File: config.mk
export PLATFORM = sky130hd
export DESIGN_NAME = uart_fifo_bridge
export DESIGN_NICKNAME = d
export VERILOG_FILES = /design/src/rtl/uart_fifo_bridge.sv
export SDC_FILE = /design/constraint.sdc
export NUM_CORES = 1
export LEC_CHECK = 0
export CORE_AREA = 5 5 215 155
export DETAILED_ROUTE_END_ITERATION = 7
export DIE_AREA = 0 0 220 160
export SKIP_CTS_REPAIR_TIMING = 1
export SYNTH_ARGS = -nofsm -noshare
export SYNTH_HDL_FRONTEND = slang
export SYNTH_SLANG_ARGS = --single-unit
File: constraint.sdc
create_clock -name clk -period 4.65 [get_ports clk]
set_input_delay 1.1625 -clock clk [delete_from_list [all_inputs] [get_ports clk]]
set_output_delay 1.1625 -clock clk [all_outputs]
set_load 0.05 [all_outputs]
File: src/rtl/uart_fifo_bridge.sv
// Purpose: buffer host<->UART traffic: a TX FIFO feeds a launch FSM into the UART, and an RX FIFO catches received bytes.
// Latency: a TX byte reaches uart_tx_byte/uart_transmit 1 cycle after the FSM decides to launch; RX bytes are readable 1 cycle after uart_received.
// Backpressure: host writes into a full TX FIFO are dropped silently; a byte received into a full RX FIFO is dropped and sets rx_overrun.
module uart_fifo_bridge #(
  parameter int DEPTH  = 16,
  parameter int ADDR_W = 4,
  parameter int ERR_W  = 8
) (
  input  logic              clk,
  input  logic              rst,
  // host TX side
  input  logic              wr_en,
  input  logic [7:0]        wr_data,
  output logic              tx_full,
  output logic [ADDR_W:0]   tx_count,
  // host RX side
  input  logic              rd_en,
  output logic [7:0]        rd_data,
  output logic              rx_empty,
  output logic [ADDR_W:0]   rx_count,
  // status
  output logic              rx_overrun,
  input  logic              clr_status,
  output logic [ERR_W-1:0]  rx_err_count,
  output logic              tx_busy,
  // UART core side
  output logic              uart_transmit,
  output logic [7:0]        uart_tx_byte,
  input  logic              uart_is_transmitting,
  input  logic              uart_received,
  input  logic [7:0]        uart_rx_byte,
  input  logic              uart_recv_error
);

  localparam logic [ADDR_W:0]   CNT_FULL = (ADDR_W+1)'(DEPTH);
  localparam logic [ADDR_W:0]   CNT_ONE  = (ADDR_W+1)'(1);
  localparam logic [ADDR_W-1:0] PTR_ONE  = ADDR_W'(1);
  localparam logic [ERR_W-1:0]  ERR_ONE  = ERR_W'(1);
  localparam logic [ERR_W-1:0]  ERR_MAX  = {ERR_W{1'b1}};

  typedef enum logic [1:0] {
    L_IDLE      = 2'd0,
    L_WAIT_BUSY = 2'd1,
    L_WAIT_DONE = 2'd2
  } lstate_t;

  // ------------------------------------------------------------------
  // TX FIFO storage and pointers
  // ------------------------------------------------------------------
  logic [7:0]        tx_mem_q [DEPTH];
  logic [ADDR_W-1:0] tx_wr_ptr_q, tx_wr_ptr_d;
  logic [ADDR_W-1:0] tx_rd_ptr_q, tx_rd_ptr_d;
  logic [ADDR_W:0]   tx_cnt_q, tx_cnt_d;
  logic              tx_push;
  logic              tx_pop;
  logic              tx_nonempty;
  logic [7:0]        tx_head;

  // ------------------------------------------------------------------
  // Launch FSM and registered UART request
  // ------------------------------------------------------------------
  lstate_t           state_q, state_d;
  logic              launch;
  logic              xmit_q, xmit_d;
  logic [7:0]        tx_byte_q, tx_byte_d;

  // ------------------------------------------------------------------
  // RX FIFO storage, pointers and status
  // ------------------------------------------------------------------
  logic [7:0]        rx_mem_q [DEPTH];
  logic [ADDR_W-1:0] rx_wr_ptr_q, rx_wr_ptr_d;
  logic [ADDR_W-1:0] rx_rd_ptr_q, rx_rd_ptr_d;
  logic [ADDR_W:0]   rx_cnt_q, rx_cnt_d;
  logic              rx_full;
  logic              rx_push;
  logic              rx_pop;
  logic              ovr_evt;
  logic              ovr_q, ovr_d;
  logic [ERR_W-1:0]  err_q, err_d;

  // TX push is gated by occupancy; only the launch FSM pops
  assign tx_full     = (tx_cnt_q == CNT_FULL);
  assign tx_nonempty = (tx_cnt_q != '0);
  assign tx_push     = wr_en && !tx_full;
  assign tx_pop      = launch;
  assign tx_head     = tx_mem_q[tx_rd_ptr_q];

  // TX pointer and count next-state; simultaneous push and pop leaves count unchanged
  always_comb begin
    tx_wr_ptr_d = tx_wr_ptr_q;
    tx_rd_ptr_d = tx_rd_ptr_q;
    tx_cnt_d    = tx_cnt_q;
    if (tx_push) begin
      tx_wr_ptr_d = tx_wr_ptr_q + PTR_ONE;
    end
    if (tx_pop) begin
      tx_rd_ptr_d = tx_rd_ptr_q + PTR_ONE;
    end
    case ({tx_push, tx_pop})
      2'b10:   tx_cnt_d = tx_cnt_q + CNT_ONE;
      2'b01:   tx_cnt_d = tx_cnt_q - CNT_ONE;
      default: tx_cnt_d = tx_cnt_q;
    endcase
  end

  // TX storage is written on push only; contents survive reset by design
  always_ff @(posedge clk) begin
    if (tx_push) begin
      tx_mem_q[tx_wr_ptr_q] <= wr_data;
    end
  end

  // TX pointer and occupancy registers
  always_ff @(posedge clk or posedge rst) begin
    if (rst) begin
      tx_wr_ptr_q <= '0;
      tx_rd_ptr_q <= '0;
      tx_cnt_q    <= '0;
    end else begin
      tx_wr_ptr_q <= tx_wr_ptr_d;
      tx_rd_ptr_q <= tx_rd_ptr_d;
      tx_cnt_q    <= tx_cnt_d;
    end
  end

  // Launch FSM: one request per UART busy cycle, never back-to-back
  always_comb begin
    state_d   = state_q;
    launch    = 1'b0;
    case (state_q)
      L_IDLE: begin
        if (tx_nonempty && !uart_is_transmitting) begin
          launch  = 1'b1;
          state_d = L_WAIT_BUSY;
        end
      end
      L_WAIT_BUSY: begin
        // the UART raises busy the cycle after it sees the request
        if (uart_is_transmitting) begin
          state_d = L_WAIT_DONE;
        end
      end
      L_WAIT_DONE: begin
        if (!uart_is_transmitting) begin
          state_d = L_IDLE;
        end
      end
      default: begin
        state_d = L_IDLE;
      end
    endcase
    xmit_d    = launch;
    tx_byte_d = launch ? tx_head : tx_byte_q;
  end

  // FSM state and the registered request/byte presented to the UART
  always_ff @(posedge clk or posedge rst) begin
    if (rst) begin
      state_q   <= L_IDLE;
      xmit_q    <= 1'b0;
      tx_byte_q <= 8'h00;
    end else begin
      state_q   <= state_d;
      xmit_q    <= xmit_d;
      tx_byte_q <= tx_byte_d;
    end
  end

  assign uart_transmit = xmit_q;
  assign uart_tx_byte  = tx_byte_q;
  assign tx_count      = tx_cnt_q;
  assign tx_busy       = (state_q != L_IDLE) || tx_nonempty;

  // RX push is allowed when full only if the host pops in the same cycle
  assign rx_full  = (rx_cnt_q == CNT_FULL);
  assign rx_empty = (rx_cnt_q == '0);
  assign rx_pop   = rd_en && !rx_empty;
  assign rx_push  = uart_received && (!rx_full || rd_en);
  assign ovr_evt  = uart_received && rx_full && !rd_en;

  // RX pointer and count next-state
  always_comb begin
    rx_wr_ptr_d = rx_wr_ptr_q;
    rx_rd_ptr_d = rx_rd_ptr_q;
    rx_cnt_d    = rx_cnt_q;
    if (rx_push) begin
      rx_wr_ptr_d = rx_wr_ptr_q + PTR_ONE;
    end
    if (rx_pop) begin
      rx_rd_ptr_d = rx_rd_ptr_q + PTR_ONE;
    end
    case ({rx_push, rx_pop})
      2'b10:   rx_cnt_d = rx_cnt_q + CNT_ONE;
      2'b01:   rx_cnt_d = rx_cnt_q - CNT_ONE;
      default: rx_cnt_d = rx_cnt_q;
    endcase
  end

  // RX storage is written on push only
  always_ff @(posedge clk) begin
    if (rx_push) begin
      rx_mem_q[rx_wr_ptr_q] <= uart_rx_byte;
    end
  end

  // RX pointer and occupancy registers
  always_ff @(posedge clk or posedge rst) begin
    if (rst) begin
      rx_wr_ptr_q <= '0;
      rx_rd_ptr_q <= '0;
      rx_cnt_q    <= '0;
    end else begin
      rx_wr_ptr_q <= rx_wr_ptr_d;
      rx_rd_ptr_q <= rx_rd_ptr_d;
      rx_cnt_q    <= rx_cnt_d;
    end
  end

  // Status next-state: a new event outranks a coincident clear
  always_comb begin
    ovr_d = ovr_q;
    err_d = err_q;
    if (ovr_evt) begin
      ovr_d = 1'b1;
    end else if (clr_status) begin
      ovr_d = 1'b0;
    end
    if (uart_recv_error) begin
      if (clr_status) begin
        err_d = ERR_ONE;
      end else if (err_q != ERR_MAX) begin
        err_d = err_q + ERR_ONE;
      end
    end else if (clr_status) begin
      err_d = '0;
    end
  end

  // Sticky overrun flag and saturating error counter
  always_ff @(posedge clk or posedge rst) begin
    if (rst) begin
      ovr_q <= 1'b0;
      err_q <= '0;
    end else begin
      ovr_q <= ovr_d;
      err_q <= err_d;
    end
  end

  // first-word fall-through head; stale when empty
  assign rd_data      = rx_mem_q[rx_rd_ptr_q];
  assign rx_count     = rx_cnt_q;
  assign rx_overrun   = ovr_q;
  assign rx_err_count = err_q;

endmodule

==> out/qor.log <==
INFO  sta            final_hold_viol_count=0
INFO  setup_path     critical_path.top_delay_family=multiplexers
INFO  clocking       cell_chosen_for_the_clock_root=sky130_fd_sc_hd__clkbuf_16
INFO  finish         finish.instance_area=14210um^2
INFO  place          io_buffer_count=62
INFO  setup_path     worst_path_most_repeated_cell=sky130_fd_sc_hd__mux4_2
INFO  sta            timing.final.crit_share=95.98%
INFO  setup_path     crit_slowest_cell=sky130_fd_sc_hd__clkdlybuf4s50_1
INFO  sta            least_margin_pin_slew=1166ps
INFO  power          cellPowerDensity=629.9nW/um^2
INFO  route          drt-wirelength-per-cell=20.88um
INFO  setup_path     buffers_and_inverters_on_the_worst_path=2
INFO  synthesis      synth_seq_area_share=72.55%
INFO  synthesis      synth-seq-cells=302
INFO  hold_path      min_path_type=reg2reg
INFO  route          detail_route.vias_per_cell=5.221
INFO  clocking       cts_max_path_buffers=3
INFO  setup_path     worstPathRequired=3490ps
INFO  synthesis      synth_flop_cell=sky130_fd_sc_hd__edfxtp_1
INFO  finish         final_nets=771
INFO  clocking       cts_buffers=29
INFO  finish         drive_gt1_share=19.47%
INFO  sta            timing.max_slew.rel_slack=22.26%
INFO  setup_path     worstPathArrival=3300ps
INFO  synthesis      post-synth-top-area-fraction=63.10%
INFO  route          route.final.wire_length=24430um
INFO  synthesis      synth_cells=653
INFO  setup_path     timing.setup.critical_path_class=reg2out
INFO  route          first_iter_violations=557
INFO  synthesis      synth_area=12180um^2
INFO  floorplan      chip_height=160um
INFO  sta            setup_tns=0ps
INFO  place          routabilityCongestion=0.7438
INFO  place          detailed_place.area=13300um^2
INFO  sta            setup_viol=0
INFO  power          p_total=0.008952W
INFO  synthesis      postSynthNetCount=697
INFO  synthesis      postSynthAreaPerCell=18.66um^2
INFO  sta            finalWorstPathRequiredPeriod=4463ps
INFO  power          irDropWorstVdd=0.2858mV
INFO  setup_path     critPathCaptureType=primary output
INFO  finish         layout-area-overhead-vs-synth=16.66%
INFO  global_route   all_layer_gr_usage=14.11%
INFO  global_route   grt_first_pass_wirelength=38540um
INFO  floorplan      rows=54
INFO  floorplan      die_area=35200um^2
INFO  power          power.static_leakage=4.806nW
INFO  floorplan      initial_core_util=39.54%
INFO  global_route   grt_start_max_net_pins=47
INFO  clocking       clock_latency=540ps
INFO  route          overall_via_count_from_detail_route=6108
INFO  sta            report.final.slew_viol_count=0
INFO  global_route   initial_antenna_violation_count=0
INFO  setup_path     timing.critical_path.slowest_cell_delay=730ps
INFO  clocking       clock_tree_from_tritoncts=yes
INFO  floorplan      floorplan.core_area=30810um^2
INFO  synthesis      synth_largest_area_cell=sky130_fd_sc_hd__edfxtp_1
INFO  sta            rsz_0062_raised_after_global_routing=false
INFO  global_route   number_of_global_route_vias_before_repair=6382
INFO  floorplan      top_level_ports=63
INFO  synthesis      ys.warnings.count=0
INFO  status         outcome=completed
INFO  run            timing.max_cap.violations=0
INFO  setup_path     cp_cell_sequence=buf_4, mux4_2, mux4_2, clkdlybuf4s50_1
INFO  synthesis      synth-edff-count=256
INFO  synthesis      post_synth_main_area_contributors=sky130_fd_sc_hd__edfxtp_1, sky130_fd_sc_hd__mux4_2, sky130_fd_sc_hd__dfrtp_1
INFO  route          postRouteAntennaNets=0
INFO  floorplan      die_x=220um
INFO  route          drt_pass1_iterations=5
INFO  global_route   grt_remaining_overflow=0
INFO  sta            fmax=224.1MHz
INFO  synthesis      netlist-cell-type-count=43
INFO  clocking       cts_max_level=1
INFO  sta            final.setup_skew=8.639ps
INFO  setup_path     worstPathMaxFanout=15
INFO  setup_path     type_of_element_launching_the_critical_path=flop
INFO  finish         antenna_cells_inserted=0
INFO  synthesis      ys_async_sr_fraction=15.23%
INFO  clocking       cts.reportedPaths.clkPinSlew=60ps
INFO  place          detailed_place_hpwl=16040um
INFO  route          drc=0
INFO  clocking       clkSinkCount=302
==> sequential cells by signal (all words and copies together), names as in the netlist <==
signal,cells
tx_wr_ptr_q,4
rx_rd_ptr_q,4
tx_rd_ptr_q,4
uart_transmit,1
state_q,2
tx_count,5
rx_overrun,1
uart_tx_byte,8
rx_mem_q,128
rx_err_count,8
rx_count,5
rx_wr_ptr_q,4
tx_mem_q,128
==> routing by layer <==
| layer | global-route usage (%) | part of all wire [%] |
|---|---|---|
| met5 | 0 | 0 |
| met4 | 2.977 | 2.1 |
| met3 | 3.160 | 6.1 |
| met2 | 20.84 | 45 |
| met1 | 21.64 | 47 |
==> cell usage after synthesis, drive strengths merged (8+ instances only) <==
cell / count
xor2: 12
dfrtp: 46
mux4: 72
ha: 19
nand4: 8
mux2i: 10
nor3: 9
buf: 23
clkbuf: 13
inv: 17
xnor2: 15
edfxtp: 256
mux2: 10
o21ai: 27
nor2: 34
nand2: 41
==> cell families after synthesis <==
logic type / count (synthesis) / synth area share, %
adder cells (fa/ha/maj): 20 / 2.116
AND/OR/NAND/NOR: 115 / 4.447
AO/OA/AOI/OAI: 44 / 2.044
buffers and inverters: 53 / 1.849
flip-flops: 302 / 72.55
multiplexers: 92 / 15.06
XOR/XNOR: 27 / 1.941
==> where the power goes <==
part           internal, W  switching [W]  total (W)  leakage (nW)
logic              0.00132        0.00158    0.00290          1.48
registers          0.00333       0.000454    0.00379          2.88
clock network      0.00130       0.000961    0.00226         0.450
==> placed cells by master (no fill, tap or decap), drive strengths merged, types with 19 or more instances in the layout <==
cell type	synthesis	final
clkbuf	13	32
clkdlybuf4s50	0	62
dfrtp	46	46
edfxtp	256	256
ha	19	19
mux4	72	72
nand2	41	41
nor2	34	34
o21ai	27	27
==> stage by stage <==
step	worst slack, ps	hold WS (ps)	utilization [%]	std cells
global route	36.92	534.9	46.13	1170
detailed placement	584.1	487.3	43.16	1116
global placement	671.9	478.9	43.16	1116
floorplan	866.4	456.5	-	653
CTS	125.7	501.3	46.13	1170
finish	186.9	496.2	46.13	1170
==> layout make-up <==
type | count | area (um^2)
Multi-Input combinational cell | 298 | 3119
Inverter | 17 | 63.81
Fill cell | 2597 | 16600
Timing Repair Buffer | 79 | 748.2
Sequential cell | 302 | 8841
Clock inverter | 22 | 177.7
Tap cell | 420 | 525.5
Clock buffer | 32 | 737.0
==> worst paths after layout <==
kind                           startpoint         endpoint  slack (ps)  cells after the start
min                            state_q[1]       state_q[0]         500                      1
min reg2reg                    state_q[1]       state_q[0]         500                      1
min in group asynchronous             rst  rx_err_count[6]        1200                      2
max in group asynchronous             rst   tx_rd_ptr_q[0]        2760                      2
max                        rx_rd_ptr_q[0]       rd_data[4]         190                      4
max reg2reg                   rx_count[0]      rx_count[4]        1140                     12
(Power assumes the default switching activity.)
